**config.mk**
```make
export PLATFORM = sky130hd
export DESIGN_NAME = pipe_stage_reg
export DESIGN_NICKNAME = d
export VERILOG_FILES = /design/src/rtl/pipe_pkg.sv /design/src/rtl/pipe_entry.sv /design/src/rtl/pipe_stage_reg.sv
export SDC_FILE = /design/constraint.sdc
export NUM_CORES = 1
export LEC_CHECK = 0
export BUFFER_PORTS_ARGS = -buffer_cell sky130_fd_sc_hd__buf_2
export CORE_ASPECT_RATIO = 1.2
export CORE_MARGIN = 4
export CORE_UTILIZATION = 40
export CTS_CLUSTER_SIZE = 8
export DETAILED_ROUTE_END_ITERATION = 8
export SKIP_LAST_GASP = 1
export SYNTH_ARGS = -nofsm -noshare
export SYNTH_HDL_FRONTEND = slang
export SYNTH_SLANG_ARGS = --single-unit
```
**constraint.sdc**
```tcl
create_clock -name clk -period 1.6 [get_ports clk]
set_input_delay 0.32 -clock clk [delete_from_list [all_inputs] [get_ports clk]]
set_output_delay 0.32 -clock clk [all_outputs]
set_load 0.02 [all_outputs]
```
**src/rtl/pipe_pkg.sv**
```systemverilog
// ---------------------------------------------------------------------------
// pipe_pkg
//   Shared definitions for the elastic inter-stage pipeline register
//   (pipe_stage_reg) and its storage element (pipe_entry).
//   - occ_e          : stage occupancy encoding (also used as FSM state)
//   - CTRL_BUBBLE    : all-zero control word, meaning "no side effect"
//   - *_W_DEF        : default payload widths
//   - EXMEM_*        : bit offsets of the EX/MEM control fields
//   - occ_from_valid : maps the two entry valid bits to an occupancy
// ---------------------------------------------------------------------------
package pipe_pkg;

   localparam int CTRL_W_DEF = 16;
   localparam int DATA_W_DEF = 128;

   typedef enum logic [1:0] {
      OCC_EMPTY = 2'd0,
      OCC_ONE   = 2'd1,
      OCC_FULL  = 2'd2
   } occ_e;

   localparam logic [CTRL_W_DEF-1:0] CTRL_BUBBLE = '0;

   // EX/MEM control word layout (LSB offsets, widths in comments)
   localparam int EXMEM_REGWR    = 0;   // 1 bit
   localparam int EXMEM_MEMRD    = 1;   // 1 bit
   localparam int EXMEM_MEMWR    = 2;   // 1 bit
   localparam int EXMEM_MEMTOREG = 3;   // 2 bits [4:3]
   localparam int EXMEM_PCSRC    = 5;   // 3 bits [7:5]
   localparam int EXMEM_ADDRC    = 8;   // 5 bits [12:8]

   // The skid entry is only ever valid when main is valid, so the skid
   // bit alone identifies the full state.
   function automatic occ_e occ_from_valid(input logic main_v, input logic skid_v);
      if (skid_v)
         return OCC_FULL;
      else if (main_v)
         return OCC_ONE;
      return OCC_EMPTY;
   endfunction

endpackage

```
**src/rtl/pipe_entry.sv**
```systemverilog
// ---------------------------------------------------------------------------
// pipe_entry
//   One storage slot of the pipeline register: valid + ctrl + data.
//   Ports:
//     clk      in   rising-edge clock
//     reset    in   asynchronous, active-low; clears valid, ctrl and data
//     load     in   capture ld_ctrl/ld_data and mark valid
//     clr      in   invalidate and zero ctrl (data held); wins over load
//     ld_ctrl  in   control word to capture
//     ld_data  in   data word to capture
//     valid    out  slot holds an entry
//     ctrl     out  held control (zero whenever valid=0)
//     data     out  held data
// ---------------------------------------------------------------------------
module pipe_entry
   import pipe_pkg::*;
#(
   parameter int CTRL_W = CTRL_W_DEF,
   parameter int DATA_W = DATA_W_DEF
) (
   input  logic              clk,
   input  logic              reset,
   input  logic              load,
   input  logic              clr,
   input  logic [CTRL_W-1:0] ld_ctrl,
   input  logic [DATA_W-1:0] ld_data,
   output logic              valid,
   output logic [CTRL_W-1:0] ctrl,
   output logic [DATA_W-1:0] data
);

   logic              valid_d, valid_q;
   logic [CTRL_W-1:0] ctrl_d,  ctrl_q;
   logic [DATA_W-1:0] data_d,  data_q;

   // Data only changes on load, so its enable is a clean clock-gating term.
   always_comb begin
      valid_d = valid_q;
      ctrl_d  = ctrl_q;
      data_d  = data_q;
      if (clr) begin
         valid_d = 1'b0;
         ctrl_d  = '0;
      end else if (load) begin
         valid_d = 1'b1;
         ctrl_d  = ld_ctrl;
         data_d  = ld_data;
      end
   end

   always_ff @(posedge clk or negedge reset) begin
      if (!reset) begin
         valid_q <= 1'b0;
         ctrl_q  <= '0;
         data_q  <= '0;
      end else begin
         valid_q <= valid_d;
         ctrl_q  <= ctrl_d;
         data_q  <= data_d;
      end
   end

   assign valid = valid_q;
   assign ctrl  = ctrl_q;
   assign data  = data_q;

endmodule

```
**src/rtl/pipe_stage_reg.sv**
```systemverilog
// ---------------------------------------------------------------------------
// pipe_stage_reg
//   Elastic inter-stage pipeline register (ID/EX, EX/MEM, MEM/WB) with a
//   two-entry skid buffer, stall, flush and zero-control bubbles.
//   All outputs come straight from flops; in_ready is ~skid_valid.
//   Optional: define PIPE_PERF_CNT_EN to add saturating stall/bubble
//   counters (cleared only by reset).
//   Ports:
//     clk        in   rising-edge clock
//     reset      in   asynchronous, active-low
//     flush      in   synchronous kill of all held entries
//     in_valid   in   upstream entry valid
//     in_ready   out  stage can accept (registered)
//     in_ctrl    in   upstream control word
//     in_data    in   upstream data word
//     out_valid  out  head entry valid
//     out_ready  in   downstream accepts head
//     out_ctrl   out  head control (zero when out_valid=0)
//     out_data   out  head data
//     occupancy  out  entries held, 0..2
//     stall_cnt  out  cycles with out_valid & ~out_ready (PIPE_PERF_CNT_EN)
//     bubble_cnt out  cycles with ~out_valid (PIPE_PERF_CNT_EN)
// ---------------------------------------------------------------------------
module pipe_stage_reg
   import pipe_pkg::*;
#(
   parameter int CTRL_W = CTRL_W_DEF,
   parameter int DATA_W = DATA_W_DEF,
   parameter int CNT_W  = 16
) (
   input  logic              clk,
   input  logic              reset,
   input  logic              flush,
   input  logic              in_valid,
   output logic              in_ready,
   input  logic [CTRL_W-1:0] in_ctrl,
   input  logic [DATA_W-1:0] in_data,
   output logic              out_valid,
   input  logic              out_ready,
   output logic [CTRL_W-1:0] out_ctrl,
   output logic [DATA_W-1:0] out_data,
   output logic [1:0]        occupancy
`ifdef PIPE_PERF_CNT_EN
   ,
   output logic [CNT_W-1:0]  stall_cnt,
   output logic [CNT_W-1:0]  bubble_cnt
`endif
);

   if (CNT_W < 1) begin : g_cnt_w_chk
      $error("pipe_stage_reg: CNT_W must be at least 1");
   end

   logic              main_valid, skid_valid;
   logic [CTRL_W-1:0] main_ctrl,  skid_ctrl;
   logic [DATA_W-1:0] main_data,  skid_data;

   logic              acc, drn;
   logic              main_load, main_from_skid, main_clr;
   logic              skid_load, skid_clr;
   logic [CTRL_W-1:0] main_ld_ctrl;
   logic [DATA_W-1:0] main_ld_data;
   occ_e              state;

   // The state register is the pair of entry valid bits.
   assign state = occ_from_valid(main_valid, skid_valid);

   assign acc = in_valid & ~skid_valid;
   assign drn = main_valid & out_ready;

   always_comb begin
      main_load      = 1'b0;
      main_from_skid = 1'b0;
      main_clr       = 1'b0;
      skid_load      = 1'b0;
      skid_clr       = 1'b0;
      if (flush) begin
         // Flush beats any simultaneous accept or drain.
         main_clr = 1'b1;
         skid_clr = 1'b1;
      end else begin
         unique case (state)
            OCC_EMPTY: begin
               main_load = acc;
            end
            OCC_ONE: begin
               if (acc && drn)
                  main_load = 1'b1;
               else if (acc)
                  skid_load = 1'b1;
               else if (drn)
                  main_clr = 1'b1;
            end
            OCC_FULL: begin
               // in_ready is low here, so only a drain can happen.
               if (drn) begin
                  main_load      = 1'b1;
                  main_from_skid = 1'b1;
                  skid_clr       = 1'b1;
               end
            end
            default: begin
            end
         endcase
      end
   end

   assign main_ld_ctrl = main_from_skid ? skid_ctrl : in_ctrl;
   assign main_ld_data = main_from_skid ? skid_data : in_data;

   pipe_entry #(.CTRL_W(CTRL_W), .DATA_W(DATA_W)) u_main (
      .clk     (clk),
      .reset   (reset),
      .load    (main_load),
      .clr     (main_clr),
      .ld_ctrl (main_ld_ctrl),
      .ld_data (main_ld_data),
      .valid   (main_valid),
      .ctrl    (main_ctrl),
      .data    (main_data)
   );

   pipe_entry #(.CTRL_W(CTRL_W), .DATA_W(DATA_W)) u_skid (
      .clk     (clk),
      .reset   (reset),
      .load    (skid_load),
      .clr     (skid_clr),
      .ld_ctrl (in_ctrl),
      .ld_data (in_data),
      .valid   (skid_valid),
      .ctrl    (skid_ctrl),
      .data    (skid_data)
   );

   assign in_ready  = ~skid_valid;
   assign out_valid = main_valid;
   assign out_ctrl  = main_ctrl;
   assign out_data  = main_data;
   assign occupancy = state;

`ifdef PIPE_PERF_CNT_EN
   logic [CNT_W-1:0] stall_cnt_d,  stall_cnt_q;
   logic [CNT_W-1:0] bubble_cnt_d, bubble_cnt_q;

   // Both counters saturate at all-ones; flush does not touch them.
   always_comb begin
      stall_cnt_d  = stall_cnt_q;
      bubble_cnt_d = bubble_cnt_q;
      if (main_valid && !out_ready && !(&stall_cnt_q))
         stall_cnt_d = stall_cnt_q + CNT_W'(1);
      if (!main_valid && !(&bubble_cnt_q))
         bubble_cnt_d = bubble_cnt_q + CNT_W'(1);
   end

   always_ff @(posedge clk or negedge reset) begin
      if (!reset) begin
         stall_cnt_q  <= '0;
         bubble_cnt_q <= '0;
      end else begin
         stall_cnt_q  <= stall_cnt_d;
         bubble_cnt_q <= bubble_cnt_d;
      end
   end

   assign stall_cnt  = stall_cnt_q;
   assign bubble_cnt = bubble_cnt_q;
`endif

endmodule

```
### Word level (Yosys, flattened, before mapping)

Cells that the tools add are included.

* register bits: 290
* input bits: 149
* word-level logic and storage cells: 49

* reductions and logical operators: 6
* equality and inequality tests: 2
* multiplexer cells: 30
* bitwise gates (word level): 5

Operator list (count)
* 128-bit 2-to-1 mux: 1
* 16-bit 2-to-1 mux: 5
* 1-bit 2-to-1 mux: 20
* 2-bit 2-to-1 mux: 3
* 2-bit AND reduction: 2
* 2-bit nonzero test: 2
* 1-bit NOT: 3
* 1-bit one-hot mux with 3 select lines: 1
* 1-bit AND: 2
* 2-bit by 1-bit == test with 1-bit output (second input constant): 1
* 2-bit == test (second input constant): 1
* 2-bit logical NOT: 1
* 1-bit logical AND: 1

### Depth between registers and ports, before layout

* depth after elaboration: 9
* gate-level depth with buffers: 8
* mapped depth without buffers: 3

### Hierarchy

A second synthesis with hierarchy kept.

* cells, all modules: 823
* area total of the unflattened synthesis: 13028.7 um^2

Modules (own cells, without submodules)
* pipe_entry: sequential area each 3628.5 um^2, cells each 326, area an instance 5494.0 um^2, times used 2
* pipe_stage_reg: sequential area each 0.0 um^2, cells each 171, area an instance 2040.7 um^2, times used 1

### Worst setup path after synthesis

Ideal clock, no wire load.

* path kind: register to register
* from: register u_main.valid_q, in the netlist u_main.valid
* to: register u_main.data_q[67], in the netlist u_main.data[67]
* stages on the path, launching flop included: 8
* required time: 1475 ps
* arrival time: 1713 ps
* setup slack: -237 ps
* library setup time: 125 ps
* cell sequence: dfrtp_1 > buf_4 > nand4b_1 > buf_2 > buf_6 > buf_6 > mux2_4 > mux2_2

* word-level cells in the longest chain between the ends: 8

RTL lines
* from (decl): RTL line pipe_entry.sv:32 `logic valid_d, valid_q;`
* from (signal assigned): RTL line pipe_entry.sv:57 `valid_q <= valid_d;`
* parallel branches: the longest is 8 deep, another holds 1-bit one-hot mux with 3 select lines
* to (signal assigned): RTL line pipe_entry.sv:59 `data_q <= data_d;`
* to (decl): RTL line pipe_entry.sv:34 `logic [DATA_W-1:0] data_d, data_q;`

Several ways; the timed one is not identified.
A chain may end at the register's enable or synchronous reset.

### Worst setup path in the final report

* from: register u_skid.valid_q, in the netlist u_skid.valid
* to: register u_skid.data_q[84], in the netlist u_skid.data[84]

* word-level cells in the longest chain between the ends: 7

RTL lines
* from (decl): RTL line pipe_entry.sv:32
* from (signal assigned): RTL line pipe_entry.sv:57
* 2-bit 2-to-1 mux (tied with other cells): RTL line pipe_pkg.sv:35 `if (skid_v)`
* 2-bit 2-to-1 mux or 1-bit AND (tied branches): RTL line pipe_pkg.sv:39, pipe_stage_reg.sv:68
* 2-bit == test (tied with other cells): RTL line pipe_stage_reg.sv:82 `unique case (state)`
* 1-bit 2-to-1 mux, on equally long branches: RTL line pipe_stage_reg.sv:82, pipe_stage_reg.sv:87
* 1-bit 2-to-1 mux, on equally long branches: RTL line pipe_stage_reg.sv:77, pipe_stage_reg.sv:82
* 1-bit NOT (no source line) or 1-bit 2-to-1 mux (tied branches)
* 2-bit AND reduction (no source line) *
* to (signal assigned): RTL line pipe_entry.sv:59
* to (decl): RTL line pipe_entry.sv:34

Mark *: on every way between the ends. The rest lies on a longest branch, timed or not.

==> metrics.txt <==
Routed Antenna Nets=0; Port Buf Inserts=296; Max Cap Viol=0; Post-DP Area=15380 sq um; Final Hold Fails=0; share of cells above drive strength 1=0.6992; root buf cell=clkbuf_16; Post-synth top cells=mux2_2 (301), dfrtp_1 (290), mux2_4 (83), buf_2 (21), buf_4 (20); Hold WC Path Type=input port to register; Area Growth Syn to Fin=35.89%; Synth Cell Area=12830 sq um; Crit Path Max Fanout=9; Worst setup EP type=register; Clk pwr share=0.339; final setup vio count=272; hpwl dp=20.82 mm; register area share after synthesis=0.5658; min Tclk post-route=1.760 ns; Worst path max stage delay=0.44 ns; synth warn=0; total die area=35010 sq um; Mapped Cells=795; Final Cell Area=17430 sq um; most common cell in the netlist=mux2_2; Post-synth EDFFs=0; Tcrit/Tclk final=1.100; Slew Limit Fails=0; Comb power frac=0.231; nets@finish=1322; drt first pass iters=4; total power=23.18 mW; gr ovfl total=0; first-pass GRT wire length=47.13 mm; violated checks=setup timing; CTS tree=yes; chip width=171.5 um; Cell Count Post-Placement=1506; CP required=2.01 ns; Crit-path slowest cell=dfrtp_2; via count=8093; Starting Density=0.4067; area leader, netlist=dfrtp_1; Startpoint Class=register; worst rel slew slack=0.7744; GPL Wtd Cong=0.7495; core area=31540 sq um; RSZ-0062 raised after global routing=true; Worst-Margin Slew=0.3383 ns; Switching Fraction=0.2718; CP top delay family=simple AND/OR/NAND/NOR gates; initial DRC count=320; Clock Sinks=290; outcome=complete, but fails checks; critical path, cell by cell=nor3b_2 > and3_4 > buf_12 > clkbuf_16 > mux2_2; main area contributors after synthesis=dfrtp_1 (57%), mux2_2 (26%), mux2_4 (9.7%); clock buffer depth=3; Synth Area per Inst=16.13 sq um; Peak supply drop=0.0009007 V; Psw=6.300 mW; routed wire length per instance=19.98 um; cell internal pwr=16.88 mW; CTS buffer count=42; CP bufs+invs=2; DRC violations left=0; H-Tree Level Count=2; Synth Register Bits=290; via/cell ratio=5.112; Clock transition at path regs=0.05 ns; post-route setup slack=-0.1596 ns; Rows=71; number of global-route vias before repair=8685; Die Y=204.2 um; I/O pins=297; clock latency at the later pin of the worst-skew pair=0.52 ns; area share of the largest cell type after synthesis=0.5658; P_leak=8.458 nW; Worst EP arrival=2.17 ns; most used flip-flop cell after synthesis=dfrtp_1; PD cells=1330 nW/um^2; Tot GR Track Use=0.1681; initial antenna violation count=9; count of cell types in the netlist=26; syn_nets=944; non-filler cells, final=1583; FMAX=568.3 MHz; worst slack, placed=-0.1530 ns; pin count of the biggest net entering global routing=57; worst-case clock skew=0.008897 ns; Routed Wire Length=31.63 mm; WS Path Type=register to register; Reg power frac=0.430; Async SR Flop Fraction=1.000
## logic make-up (layout without fill, tap and decap cells)
family | after synthesis | count (layout) | share of synthesized area
AND/OR/NAND/NOR | 9 | 9 | 0.004390
flip-flops | 290 | 290 | 0.5658
other | 0 | 5 | 0
AO/OA/AOI/OAI | 40 | 40 | 0.02751
buffers and inverters | 56 | 438 | 0.02839
multiplexers | 400 | 400 | 0.3739
## metrics by stage
stage,setup TNS [ns],util,hold WS (ns)
2_1_floorplan,-16.66,-,0.02441
6_report,-29.88,0.5527,0.03633
4_1_cts,-25.23,0.5281,0.01041
3_3_place_gp,-21.61,0.4876,0.2341
3_5_place_dp,-23.33,0.4876,0.2338
5_1_grt,-50.82,0.5525,0.01766
## layout make-up
cell class	count	area (sq um)
timing repair buffer	387	2912
sequential	290	7259
fill	2580	14110
clock inverter	1	7.507
multi-input combinational	449	5592
tap	401	501.7
antenna	5	12.51
clock buffer	47	1134
inverter	3	11.26
## placed cells by master, fill, tap and decap left out
master         instances
mux2_4               181
o21a_1                 1
buf_8                  4
nor3_1                 1
buf_16                 2
and2_1                 2
inv_2                  2
mux2_2               203
buf_4                 33
nand2b_1               1
clkbuf_16             59
buf_6                  9
a21oi_1                3
clkinvlp_4             1
and3_4                 1
clkbuf_1               2
o2bb2ai_1             16
diode_2                5
dfrtp_2                2
nor3b_2                1
a32o_1                16
dfrtp_1              288
mux2i_1               16
dlygate4sd3_1          1
o221ai_1               1
buf_12                31
nand4b_1               1
o21ai_0                1
nor2_1                 1
nor2b_1                1
o21ai_1                1
inv_1                  1
o221a_4                1
buf_2                293
## power by group through the flow
stage | Sequential [mW] | Combinational, mW | Clock [mW]
floorplan | 10.9 | 2.14 | 0
global placement | 9.96 | 4.86 | 0
detailed placement | 10.0 | 4.95 | 0
CTS | 9.93 | 5.02 | 8.10
global route | 10.2 | 5.76 | 8.43
finish | 9.97 | 5.36 | 7.86
## flip-flops by register name, indices dropped and copies added (netlist names)
signal        cells
u_skid.data     128
u_main.data     128
u_main.ctrl      16
u_main.valid      1
u_skid.ctrl      16
u_skid.valid      1
## routing by layer
| layer | vias up | global-route usage | part of all wire |
|---|---|---|---|
| met5 | - | 0 | 0.0015 |
| met4 | 8 | 0.05321 | 0.021 |
| met1 | 4138 | 0.2094 | 0.42 |
| li1 | 3664 | - | - |
| met2 | 227 | 0.2758 | 0.49 |
| met3 | 56 | 0.05707 | 0.074 |
## worst register-to-register path, stage by stage (launching register included)
cell	delay (ns)
dfrtp_2	0.44
nor3b_2	0.20
and3_4	0.30
buf_12	0.20
clkbuf_16	0.19
mux2_2	0.33
## what timing repair did
item | CTS | global route
setup buffers | 3 | 4
hold buffers | 1 | 0
endpoints found under the hold margin | 47 | 0
resized for setup | 15 | 104
pin swaps | 0 | 2
gates cloned | 2 | 14
endpoints found under the setup margin | 263 | 280
## path summary, 6_finish.rpt
kind | startpoint | end | slack, ns | depth (start not counted)
setup / recovery | u_skid.valid | u_skid.data[84] | -0.16 | 5
hold / removal | in_ctrl[15] | u_skid.ctrl[15] | 0.04 | 2
setup reg to reg | u_skid.valid | u_skid.data[84] | -0.16 | 5
hold reg to reg | u_main.ctrl[4] | u_main.ctrl[4] | 0.48 | 1
max in group asynchronous | reset | u_skid.data[38] | 0.69 | 3
min in group asynchronous | reset | u_main.data[8] | 0.28 | 2
Note: power is estimated with default switching activity, not from simulation.
